## src/rtl/key_conditioner.sv

```systemverilog
// Five-button front end: 2-flop sync, per-key debounce, one-key-at-a-time
// acceptance with single-cycle press pulses and Up/Down auto-repeat.
module key_conditioner #(
    parameter int DEBOUNCE_CYCLES = 20000,
    parameter int REPEAT_DELAY    = 5000000,
    parameter int REPEAT_RATE     = 1000000,
    parameter int CNT_W           = 24
) (
    input  logic       clk,
    input  logic       rst,
    input  logic       btn_left,
    input  logic       btn_right,
    input  logic       btn_enter,
    input  logic       btn_up,
    input  logic       btn_down,
    output logic       Left,
    output logic       Right,
    output logic       Enter,
    output logic       Up,
    output logic       Down,
    output logic [2:0] Held
);

    localparam int NK = 5;
    localparam logic [CNT_W-1:0] DB_LAST    = CNT_W'(DEBOUNCE_CYCLES - 1);
    localparam logic [CNT_W-1:0] DELAY_LAST = CNT_W'(REPEAT_DELAY - 1);
    localparam logic [CNT_W-1:0] RATE_LAST  = CNT_W'(REPEAT_RATE - 1);
    // Bit order of every key vector: 0 Left, 1 Right, 2 Enter, 3 Up, 4 Down.
    localparam logic [NK-1:0] REPEAT_KEYS = 5'b11000;

    typedef enum logic [1:0] {S_IDLE, S_HELD, S_REPEAT} state_t;

    logic [NK-1:0]    raw, sync1, sync2, db, db_prev, rise;
    logic [CNT_W-1:0] db_cnt [NK];

    assign raw = {btn_down, btn_up, btn_enter, btn_right, btn_left};

    // NOTE: sequential state uses non-blocking (<=) so every flop samples
    // pre-edge values; blocking here would collapse the sync chain.
    // NOTE: the debounce counter array is reset explicitly; a stale count
    // surviving reset would shorten the first debounce after it.
    always_ff @(posedge clk) begin
        if (!rst) begin
            sync1   <= '0;
            sync2   <= '0;
            db      <= '0;
            db_prev <= '0;
            for (int k = 0; k < NK; k++) db_cnt[k] <= '0;
        end else begin
            sync1   <= raw;
            sync2   <= sync1;
            db_prev <= db;
            for (int k = 0; k < NK; k++) begin
                if (sync2[k] != db[k]) begin
                    if (db_cnt[k] == DB_LAST) begin
                        db[k]     <= ~db[k];
                        db_cnt[k] <= '0;
                    end else begin
                        db_cnt[k] <= db_cnt[k] + CNT_W'(1);
                    end
                end else begin
                    db_cnt[k] <= '0;
                end
            end
        end
    end

    assign rise = db & ~db_prev;

    state_t           state, state_n;
    logic [NK-1:0]    held_mask, held_mask_n, pulse, pulse_n, pick;
    logic [2:0]       held_n, pick_code;
    logic [CNT_W-1:0] rep_cnt, rep_cnt_n;

    // Acceptance priority: Enter > Left > Right > Up > Down.
    // NOTE: every always_comb output gets a default first, so no path
    // leaves a signal unassigned and no latch is inferred.
    always_comb begin
        pick      = '0;
        pick_code = 3'd0;
        if (rise[2]) begin
            pick[2] = 1'b1; pick_code = 3'd3;
        end else if (rise[0]) begin
            pick[0] = 1'b1; pick_code = 3'd1;
        end else if (rise[1]) begin
            pick[1] = 1'b1; pick_code = 3'd2;
        end else if (rise[3]) begin
            pick[3] = 1'b1; pick_code = 3'd4;
        end else if (rise[4]) begin
            pick[4] = 1'b1; pick_code = 3'd5;
        end
    end

    always_comb begin
        state_n     = state;
        held_mask_n = held_mask;
        held_n      = Held;
        rep_cnt_n   = rep_cnt;
        pulse_n     = '0;
        case (state)
            S_IDLE: begin
                if (|pick) begin
                    pulse_n     = pick;
                    held_mask_n = pick;
                    held_n      = pick_code;
                    rep_cnt_n   = '0;
                    state_n     = S_HELD;
                end
            end
            S_HELD, S_REPEAT: begin
                if ((db & held_mask) == '0) begin
                    held_mask_n = '0;
                    held_n      = 3'd0;
                    rep_cnt_n   = '0;
                    state_n     = S_IDLE;
                end else if (|(held_mask & REPEAT_KEYS)) begin
                    if (rep_cnt == ((state == S_HELD) ? DELAY_LAST : RATE_LAST)) begin
                        pulse_n   = held_mask;
                        rep_cnt_n = '0;
                        state_n   = S_REPEAT;
                    end else begin
                        rep_cnt_n = rep_cnt + CNT_W'(1);
                    end
                end
            end
            default: state_n = S_IDLE;
        endcase
    end

    always_ff @(posedge clk) begin
        if (!rst) begin
            state     <= S_IDLE;
            held_mask <= '0;
            Held      <= 3'd0;
            rep_cnt   <= '0;
            pulse     <= '0;
        end else begin
            state     <= state_n;
            held_mask <= held_mask_n;
            Held      <= held_n;
            rep_cnt   <= rep_cnt_n;
            pulse     <= pulse_n;
        end
    end

    assign {Down, Up, Enter, Right, Left} = pulse;

endmodule

```

## config.mk

```make
export PLATFORM = sky130hd
export DESIGN_NAME = key_conditioner
export DESIGN_NICKNAME = d
export VERILOG_FILES = /design/src/rtl/key_conditioner.sv
export SDC_FILE = /design/constraint.sdc
export NUM_CORES = 1
export LEC_CHECK = 0
export CAP_MARGIN = 10
export CORE_ASPECT_RATIO = 1.2
export CORE_MARGIN = 2
export CORE_UTILIZATION = 40
export DETAILED_ROUTE_END_ITERATION = 16
export DONT_BUFFER_PORTS = 1
export GPL_TIMING_DRIVEN = 0
export PLACE_DENSITY = 0.54
export RECOVER_POWER = 25
export SLEW_MARGIN = 20
export SYNTH_ARGS = -nofsm -noshare
export SYNTH_HDL_FRONTEND = slang
export SYNTH_SLANG_ARGS = --single-unit
```

## constraint.sdc

```tcl
create_clock -name clk -period 6.7 [get_ports clk]
set_input_delay 1.675 -clock clk [delete_from_list [all_inputs] [get_ports clk]]
set_output_delay 1.675 -clock clk [all_outputs]
set_load 0.05 [all_outputs]
```

# Yosys cells after proc, flatten, opt, wreduce, memory -nomap -nowiden
# Memory sizes are Yosys's and may differ from the RTL's.
# Index checks and enable logic that the tools add are counted.
totals:
  reg_bits: 59
  ram_bits: 120
  in_bits: 7
  output_inout_bits: 8
  word_cells: 183
  n_memories: 1
classes:
  n_addsub: 6
  eq_ne: 17
  muxes: 109
  bitwise_logic: 23
  n_reduce_logical: 14
mem_list:
  columns: ["name", "depth", "width", "read_ports", "rd_ports_with_merged_regs", "write_ports", "line_no", "source"]
  rows:
  - ["db_cnt", 5, 24, 5, 0, 5, "34", "logic [CNT_W-1:0] db_cnt [NK];"]
ops:
  columns: ["op", "n"]
  rows:
  - ["$mux W24", 19]
  - ["$add A24 B1 Y24 const B", 6]
  - ["$eq A24 B15 Y1 const B", 5]
  - ["$mux W1", 63]
  - ["$pmux W24 S2", 1]
  - ["$mux W5", 6]
  - ["$eq A24 B23 Y1", 1]
  - ["$mux W23", 1]
  - ["$mux W3", 7]
  - ["$pmux W5 S2", 2]
  - ["$mux W2", 8]
  - ["$or A1 B1 Y1", 15]
  - ["$and A5 B5 Y5", 2]
  - ["$reduce_and A2 Y1", 5]
  - ["$reduce_and A3 Y1", 3]
  - ["$ne A3 B3 Y1 const B", 2]
  - ["$pmux W3 S2", 1]
  - ["$logic_not A5 Y1", 1]
  - ["$ne A1 B1 Y1", 5]
  - ["$not A1 Y1", 5]
  - ["$not A5 Y5", 1]
  - ["$reduce_or A5 Y1", 1]
  - ["$ne A2 B2 Y1 const B", 2]
  - ["$pmux W2 S2", 1]
  - ["5 further kinds", 6]

# Longest topological paths before layout
# Gate-level depths: netlist (run 1).
logic_depth:
  depth_word: 10
  depth_mapped: 8
  mapped_depth_nobuf: 7

# Least setup slack after synthesis (run 1)
# No wires, ideal clock.
synth_timing:
  path_kind: "input-to-reg"
  start: "input rst"
  end: "memory db_cnt[0][16], data pin"
  setup_time_ns: 0.266
  arrival_ns: 2.357
  required_time_ns: 6.434
  setup_slack_ns: 4.077
  path_stages: 4
  path_buffers: 2
  cell_sequence: "clkbuf_1 nand3_1 clkbuf_1 nor2_1"
synth_lines:
  columns: ["item", "line_no", "source"]
  rows:
  - ["start: declaration", "10", "input logic rst,"]
  - ["end: declaration", "34", null]

# Worst setup path after layout (run 1)
layout_timing:
  start: "register Held[1]"
  end: "output Held[1]"
layout_lines:
  columns: ["item", "line_no", "source"]
  rows:
  - ["start: declaration", "21", "output logic [2:0] Held"]
  - ["start signal: assignment", "140", "Held <= held_n;"]
# No word-level cell between the ends.

==> flow_summary_export.csv, run 1 <==
group,metric,value,unit
yosys,synthCells,927,
cts,root_buffer,"clkbuf_16",
die,start_util,40.7,%
routing,drt_iter0_drc,230,
yosys,ys_seq_elements,179,
yosys,synth_top_area_share,39.4,%
routing,ant_nets,0,
placed_design,place_area,0.00993,sq mm
die,fp.dieW,142,microns
placed_design,placed_cells,1325,
timing,setup_violations,0,
timing,finalHoldViolations,0,
grt,grt_max_degree,17,
timing,tns,0,ps
yosys,synth_edf_count,120,
placed_design,portBuffers,0,
worst_setup_path,cp.arrival,1090,ps
yosys,synthFlopType,"edfxtp_1",
routing,wl_per_cell,12.8,microns
yosys,ys_top_cells_by_area,"edfxtp_1, dfxtp_1, xnor2_1",
die,rows,60,
finish,layoutNonFillerInstCount,1357,
yosys,yosysWarnings,0,
yosys,synth.distinct_cells,49,
worst_setup_path,critPathKind,"flop to primary output",
yosys,async_reset_ff_share,0,%
finish,finalInstanceArea,0.0106,sq mm
min_path,hp-class,"flop to flop",
worst_setup_path,r2r-end,"db_cnt[4][21]$_SDFFCE_PP0P_",
flow_run,max_cap_viol_count,0,
die,die_h,170,microns
worst_setup_path,reg2regPathDepth,6,
yosys,avgSynthCellArea,9.86,sq um
die,io_pins,15,
grt,antenna_found_initial,0,
finish,finalNetCount,1081,
cts,cts.sink_count,179,
finish,area_delta_synth_final,15.4,%
cts,cts_resized,0,
cts,clk_latency,420,ps
placed_design,hpwl,12500,microns
yosys,synth_top_cells_by_count,"nor2_1, edfxtp_1, xnor2_1, dfxtp_1, nand2_1",
timing,finalWorstPathRequiredPeriod,2760,ps
worst_setup_path,required,5030,ps
pwr,power_density,229,mW/mm^2
cts,postCtsHoldBufs,0,
yosys,ys_seq_area_share,52.4,%
worst_setup_path,worstReg2RegStart,"db_cnt[4][5]$_SDFFCE_PP0P_",
grt,grt_pass1_wl,30000,microns
grt,grt_usage,15.3,%
routing,num_vias,6614,
placed_design,place.gp.congestion,0.793,
min_path,holdCritStartpoint,"sync1[3]$_SDFF_PN0_",
worst_setup_path,worstSetupStartpointType,"flop",
timing,skew,11.9,ps
grt,grt.overflow.total,0,
cts,clk_path_buf_depth,2,
die,coreArea,0.0224,sq mm
yosys,synth_top_cell_by_area,"edfxtp_1",
min_path,holdPathEnd,"sync2[3]$_SDFF_PN0_",
cts,cts_setup_buffers,0,
worst_setup_path,crit_fanout,2,
routing,routed_wl,17300,microns
cts,clk_pin_slew,60,ps
cts,cts_buffers,17,
pwr,p_leak,3.65,nW
finish,drive_gt1_share,3.99,%
min_path,whs_path_depth,1,
finish,n_antenna_cell,0,
timing,clock.fmax,362,MHz
worst_setup_path,ff2ff_setup_slack,4240,ps
outcome,outcome,"finished clean",
routing,drc,0,
worst_setup_path,cp-end-kind,"primary output",
timing,grt_setup_unrepaired,"no",
pwr,peakVddDrop,0.000173,V
die,fp.dieArea,0.0241,sq mm
cts,htree_levels,4,
timing,tightest_slew,717,ps
routing,viasPerCell,4.87,
routing,first_pass_iters,4,
pwr,power.total,2.42,mW
timing,maxSlewViolCount,0,
cts,cts_tree,"done",
grt,first_global_vias,6414,
yosys,netlist_area,0.00914,sq mm
yosys,synth.most_common_cell,"nor2_1",
timing,slew_headroom,50.9,%
timing,fin_crit_sh,41.2,%
==> routing by layer <==
metal | track usage (%) | vias up | share of wire [%]
li1 | - | 3461 | -
met1 | 19.5 | 3080 | 48
met2 | 26.1 | 58 | 48
met3 | 2.82 | 15 | 2.8
met4 | 5.13 | 0 | 1.3
met5 | 0 | - | 0
==> cell type report <==
cell class,instances,area (sq um)
plain buffers,33,143
clock buffers,26,532
clock inverters,6,90.1
fillers,2169,11900
inverters,25,93.8
multi-input cells,809,4560
flip-flops and latches,179,4780
well taps,279,349
==> metrics by stage <==
stage	worst slack (ps)	hold slack (ps)	utilization [%]
after floorplan	4080	412	-
after global placement	3610	414	44.3
after detailed placement	3620	422	44.3
after CTS	3900	436	47.0
after global routing	3880	465	47.0
final	3940	432	47.0
==> layout by cell type, fill, tap and decap left out, types with 28 or more instances in the layout <==
cell	instances
edfxtp_1	120
xor2_1	39
nand3_1	56
dfxtp_1	59
nand4_1	28
xnor2_1	76
nand2_1	58
conb_1	120
nor2_1	156
a21oi_1	29
==> report_power, final <==
| part | total, mW | internal, mW | switching (mW) | leakage (nW) |
|---|---|---|---|---|
| clock network | 1.04 | 0.627 | 0.414 | 0.298 |
| registers | 1.25 | 1.21 | 0.0373 | 1.72 |
| logic | 0.128 | 0.0485 | 0.0794 | 1.64 |
==> worst max path at each step <==
stage                              start                          end  slack (ps)  cells after the start
floorplan                            rst  db_cnt[0][16]$_SDFFCE_PP0P_        4080                      4
global placement                     rst  db_cnt[3][23]$_SDFFCE_PP0P_        3610                      4
detailed placement                   rst   db_cnt[3][2]$_SDFFCE_PP0P_        3620                      4
CTS                  pulse[0]$_SDFF_PN0_                         Left        3900                      0
global route        Held[2]$_SDFFE_PN0P_                      Held[2]        3880                      0
finish              Held[1]$_SDFFE_PN0P_                      Held[1]        3940                      0
==> registers in the layout (all words and copies together) (netlist names) <==
| register | cells |
|---|---|
| rep_cnt | 24 |
| state | 2 |
| held_mask | 5 |
| db | 5 |
| sync2 | 5 |
| db_prev | 5 |
| pulse | 5 |
| db_cnt | 120 |
| sync1 | 5 |
| Held | 3 |
==> worst register-to-register path, delay by kind of cell, from the launching register on <==
kind | cells | cell delay [ps]
AND/OR/NAND/NOR | 4 | 1390
buffers and inverters | 2 | 450
flip-flops | 1 | 360
==> kinds of logic (layout without fill, tap and decap cells) <==
logic type      after synthesis  in the layout  share of synthesized area, %
other cells                   1            120                        0.0410
fa+ha+maj                     9              9                          1.23
simple gates                477            477                          26.6
xor+xnor                    115            115                          11.0
buf+inv                      58             90                          2.59
compound gates               78             78                          5.11
flops                       179            179                          52.4
mux                          10             10                          1.10
Power figures use the tool's default switching activity.
==> inputs of run 2 (changes only) <==
Clock period 6.7 ns to 2.55 ns, I/O delays scaled along.
==> run 2 against run 1 <==
Against the previous run: routed wire length up 0.25%; critical path depth up 8; combinational power rose to 2.7 times the previous value; core utilization up 0.16 points; cell count about the same; register-to-register slack worse by 4000 ps; clock skew up 0.67 ps; worst hold slack worse by 97 ps; setup slack worse by 3700 ps; highest routed layer unchanged; non-clock buffer count up 1; sequential power rose to 2.6 times the previous value.
==> flow_summary_export.csv, run 2 (same netlist as run 1, synthesis figures left out) <==
group,metric,value,unit
outcome,outcome,"finished clean",
cts,cts_buffers,17,
cts,clk_latency,420,ps
pwr,p_clk_share,43.0,%
cts,root_buffer,"clkbuf_16",
finish,top_regs,"db_cnt (120), rep_cnt (24)",
pwr,netSwitchingFraction,21.9,%
finish,largest_reg_flops,120,
worst_setup_path,slowest_delay,390,ps
worst_setup_path,required,2850,ps
timing,setup_violations,0,
flow_run,max_cap_viol_count,0,
die,io_pins,15,
cts,clk_pin_slew,70,ps
timing,tns,0,ps
finish,n_antenna_cell,0,
finish,layout_commonest_cell,"nor2_1",
finish,layoutNonFillerInstCount,1358,
pwr,pwr-share-seq,51.7,%
placed_design,portBuffers,0,
finish,finalNetCount,1082,
worst_setup_path,cp-end-kind,"flop",
placed_design,place.gp.congestion,0.793,
pwr,power.switching,1.40,mW
pwr,power_density,601,mW/mm^2
timing,grt_setup_unrepaired,"no",
timing,tightest_slew,698,ps
grt,grt_pass1_wl,30000,microns
die,die_h,170,microns
placed_design,dpl_worst_slack,42.0,ps
worst_setup_path,worstSetupStartpointType,"flop",
min_path,whs_path_depth,1,
finish,final_cell_mix,"nor2_1, edfxtp_1, conb_1, xnor2_1, dfxtp_1",
routing,num_vias,6620,
grt,grt_usage,15.3,%
cts,clk_path_buf_depth,2,
min_path,holdCritStartpoint,"btn_right",
worst_setup_path,slowest_stage,"a211o_1",
die,rows,60,
worst_setup_path,crit_buf_inv,3,
routing,first_pass_iters,4,
routing,wl_per_cell,12.8,microns
worst_setup_path,critPathKind,"flop to flop",
grt,antenna_found_initial,0,
pwr,p_int,4.97,mW
worst_setup_path,worstReg2RegStart,"state[0]$_SDFFE_PN0P_",
timing,slew_headroom,52.3,%
routing,viasPerCell,4.87,
routing,drt_iter0_drc,254,
grt,grt_max_degree,17,
grt,grt.overflow.total,0,
timing,clock.fmax,424,MHz
routing,routed_wl,17400,microns
cts,htree_levels,4,
finish,top_register,"db_cnt",
worst_setup_path,r2r-end,"rep_cnt[17]$_SDFFE_PN0P_",
pwr,peakVddDrop,0.000456,V
min_path,hp-class,"primary input to flop",
timing,maxSlewViolCount,0,
die,coreArea,0.0224,sq mm
routing,ant_nets,0,
placed_design,placed_cells,1325,
worst_setup_path,reg2regPathDepth,8,
worst_setup_path,crit_fanout,10,
timing,hold_slack,335,ps
timing,finalWorstPathRequiredPeriod,2360,ps
grt,first_global_vias,6414,
routing,drc,0,
min_path,holdPathEnd,"sync1[1]$_SDFF_PN0_",
pwr,p_leak,3.66,nW
finish,area_delta_synth_final,15.8,%
finish,drive_gt1_share,4.54,%
worst_setup_path,cp.arrival,2650,ps
cts,cts_tree,"done",
timing,skew,12.6,ps
timing,fin_crit_sh,92.4,%
worst_setup_path,ff2ff_setup_slack,190,ps
timing,finalHoldViolations,0,
die,fp.dieW,142,microns
worst_setup_path,critical_path.top_delay_family,"compound AO/OA/AOI/OAI gates",
worst_setup_path,path_cells,"inv_1, ha_1, clkbuf_1, o211a_1, a211o_1, o21ai_2, buf_2, a21oi_1",
die,fp.dieArea,0.0241,sq mm
die,start_util,40.7,%
cts,cts.sink_count,179,
placed_design,hpwl,12500,microns
timing,setup_ws,193,ps
pwr,p_comb_share,5.4,%
==> run 2: final cells by class <==
cell class / instances / area, sq um
plain buffers: 33 / 149
clock buffers: 26 / 532
clock inverters: 6 / 90.1
fillers: 2167 / 11900
inverters: 25 / 93.8
multi-input cells: 809 / 4580
flip-flops and latches: 179 / 4780
well taps: 279 / 349
repair buffers: 1 / 7.51
==> run 2: per-stage QoR <==
step | instance area, sq um | util [%] | power (mW)
after floorplan | 9590 | - | 3.60
after global placement | 9930 | 44.3 | 3.68
after detailed placement | 9930 | 44.3 | 3.69
after CTS | 10600 | 47.0 | 6.44
after global routing | 10600 | 47.2 | 6.61
final | 10600 | 47.2 | 6.37
==> run 2: worst reg2reg max path, cell delays in order, from the launching register on <==
cell and delay (ps):
dfxtp_1 380, inv_1 60, ha_1 280, clkbuf_1 220, o211a_1 230, a211o_1 390
o21ai_2 310, buf_2 310, a21oi_1 70
==> run 2: repair_timing <==
action / CTS / global route
setup endpoints to repair: 0 / 66
hold buffers: 0 / 0
gates resized for setup: 0 / 9
buffers inserted: 0 / 1
==> run 2: power by group through the flow <==
stage | Sequential [mW] | Clock (mW) | Combinational [mW]
after floorplan | 3.32 | 0 | 0.272
after global placement | 3.35 | 0 | 0.334
after detailed placement | 3.35 | 0 | 0.334
after CTS | 3.29 | 2.81 | 0.336
after global routing | 3.30 | 2.91 | 0.397
final | 3.29 | 2.74 | 0.342
==> run 2: worst max path at each step <==
stage / start / endpoint / slack [ps] / depth (start not counted)
2_1_floorplan: db_cnt[1][13]$_SDFFCE_PP0P_ / db_cnt[1][16]$_SDFFCE_PP0P_ / 440 / 5
3_3_place_gp: db_cnt[4][5]$_SDFFCE_PP0P_ / db_cnt[4][16]$_SDFFCE_PP0P_ / 60 / 6
3_5_place_dp: db_cnt[4][5]$_SDFFCE_PP0P_ / db_cnt[4][18]$_SDFFCE_PP0P_ / 40 / 6
4_1_cts: db_cnt[4][5]$_SDFFCE_PP0P_ / db_cnt[4][21]$_SDFFCE_PP0P_ / 30 / 6
5_1_grt: state[0]$_SDFFE_PN0P_ / rep_cnt[17]$_SDFFE_PN0P_ / 10 / 8
6_report: state[0]$_SDFFE_PN0P_ / rep_cnt[17]$_SDFFE_PN0P_ / 190 / 8
==> run 2: layer usage <==
metal	share of wire [%]	vias to the layer above	routed length [microns]	global-route usage (%)
li1	-	3461	-	-
met5	0	-	0	0
met4	1.3	0	230	5.13
met1	49	3092	8450	19.5
met2	48	52	8260	26.1
met3	2.5	15	436	2.82
==> inputs of run 3 (changes only) <==
Settings changed: PLACE_DENSITY 0.54 to 0.59.
==> run 3 against run 2 <==
Against the previous run: core utilization decreased by 0.089 points; clock power decreased by 2%; sequential power about the same; highest routed layer unchanged.
==> flow_summary_export.csv, run 3 (same netlist as run 1, synthesis figures left out) <==
group,metric,value,unit
finish,area_delta_synth_final,15.6,%
grt,grt_max_degree,17,
die,io_pins,15,
cts,cts_buffers,17,
cts,clk_path_buf_depth,2,
pwr,power_density,597,mW/mm^2
die,rows,60,
routing,routed_wl,17000,microns
timing,grt_setup_unrepaired,"no",
grt,grt_usage,14.8,%
timing,tns,0,ps
grt,first_global_vias,6312,
routing,first_pass_iters,4,
finish,layout_commonest_cell,"nor2_1",
die,coreArea,0.0224,sq mm
grt,top_usage_layer,"met2",
outcome,outcome,"finished clean",
grt,use_met1,18.8,%
placed_design,portBuffers,0,
cts,postCtsHoldBufs,0,
cts,clk_latency,420,ps
cts,root_buffer,"clkbuf_16",
grt,grt_pass1_wl,28900,microns
finish,finalNetCount,1081,
die,start_util,40.7,%
timing,maxSlewViolCount,0,
worst_setup_path,required,2910,ps
timing,skew,9.29,ps
finish,largest_reg_flops,120,
timing,fin_crit_sh,93.9,%
pwr,peakVddDrop,0.000469,V
routing,drc,0,
finish,final_cell_mix,"nor2_1, edfxtp_1, conb_1, xnor2_1, dfxtp_1",
timing,slew_headroom,53.1,%
die,fp.dieW,142,microns
cts,clk_pin_slew,70,ps
routing,viasPerCell,4.89,
cts,cts_tree,"done",
worst_setup_path,critPathKind,"flop to flop",
placed_design,hpwl,12200,microns
grt,use_met2,24.6,%
min_path,hp-class,"primary input to flop",
worst_setup_path,cp.arrival,2750,ps
cts,cts.sink_count,179,
timing,finalWorstPathRequiredPeriod,2390,ps
grt,antenna_found_initial,0,
flow_run,max_cap_viol_count,0,
routing,num_vias,6636,
grt,grt.overflow.total,0,
placed_design,place.gp.congestion,0.821,
worst_setup_path,cp-end-kind,"flop",
timing,setup_violations,0,
cts,htree_levels,4,
finish,drive_gt1_share,4.64,%
die,die_h,170,microns
finish,top_register,"db_cnt",
timing,clock.fmax,418,MHz
grt,use_met3,3.10,%
worst_setup_path,crit_fanout,10,
timing,tightest_slew,685,ps
die,fp.dieArea,0.0241,sq mm
finish,n_antenna_cell,0,
finish,top_regs,"db_cnt (120), rep_cnt (24)",
pwr,p_leak,3.67,nW
routing,drt_iter0_drc,259,
timing,finalHoldViolations,0,
routing,ant_nets,0,
pwr,power.total,6.31,mW
routing,wl_per_cell,12.5,microns
worst_setup_path,worstSetupStartpointType,"flop",
-- run 3: cell count changes in the layout (fill, tap and decap cells not counted), moves of 2 or more --
| cell | before | now |
|---|---|---|
| and2_0 | 8 | 4 |
| and2_1 | 14 | 18 |
| clkbuf_1 | 26 | 23 |
| clkbuf_2 | 1 | 4 |
| buf_2 | 7 | 9 |
| clkbuf_4 | 2 | 0 |
| clkinvlp_4 | 2 | 0 |
-- run 3: what timing repair did --
item,4_1_cts,5_1_grt
resized for setup,0,10
buffers inserted,0,0
endpoints found under the setup margin,0,38
-- run 3: power by group --
| group | internal [mW] | switching [mW] |
|---|---|---|
| sequential | 3.19 | 0.0976 |
| clock | 1.61 | 1.08 |
| combinational | 0.129 | 0.206 |
| total | 4.93 | 1.39 |
-- run 3: worst paths after layout --
kind	start	to	slack, ps	cells after the start
setup / recovery	state[0]$_SDFFE_PN0P_	rep_cnt[19]$_SDFFE_PN0P_	160	8
hold / removal	btn_right	sync1[1]$_SDFF_PN0_	340	1
setup reg to reg	state[0]$_SDFFE_PN0P_	rep_cnt[19]$_SDFFE_PN0P_	160	8
hold reg to reg	sync1[3]$_SDFF_PN0_	sync2[3]$_SDFF_PN0_	440	1
-- run 3: critical path: stages, from the launching register on --
cell and delay, ps:
dfxtp_1 390, inv_1 60, ha_1 280, clkbuf_1 220, o211a_1 220, a2111o_1 530
buf_6 200, or3_1 300, a21oi_1 130
-- run 3: cell type report --
type	instances	area (sq um)
Clock buffer	27	557
Buffer	33	148
Fill cell	2151	11900
Tap cell	279	349
Multi-Input combinational cell	809	4580
Inverter	25	93.8
Sequential cell	179	4780
Clock inverter	5	58.8
-- run 3: stage by stage --
step	hold WS, ps	cells	instance area [sq um]	setup slack, ps	utilization, %
after global routing	332	1357	10600	26.2	47.1
final	337	1357	10600	156	47.1
after detailed placement	424	1325	9930	59.8	44.3
after CTS	317	1357	10600	48.8	47.0
after global placement	414	1325	9930	70.5	44.3
after floorplan	412	1046	9590	438	-
-- run 3: metal layers --
layer	up-vias	wire, microns	share of wire, %
met5	-	0	0
met4	0	233	1.4
met3	15	525	3.1
met2	53	8060	47
met1	3102	8170	48
li1	3466	-	-
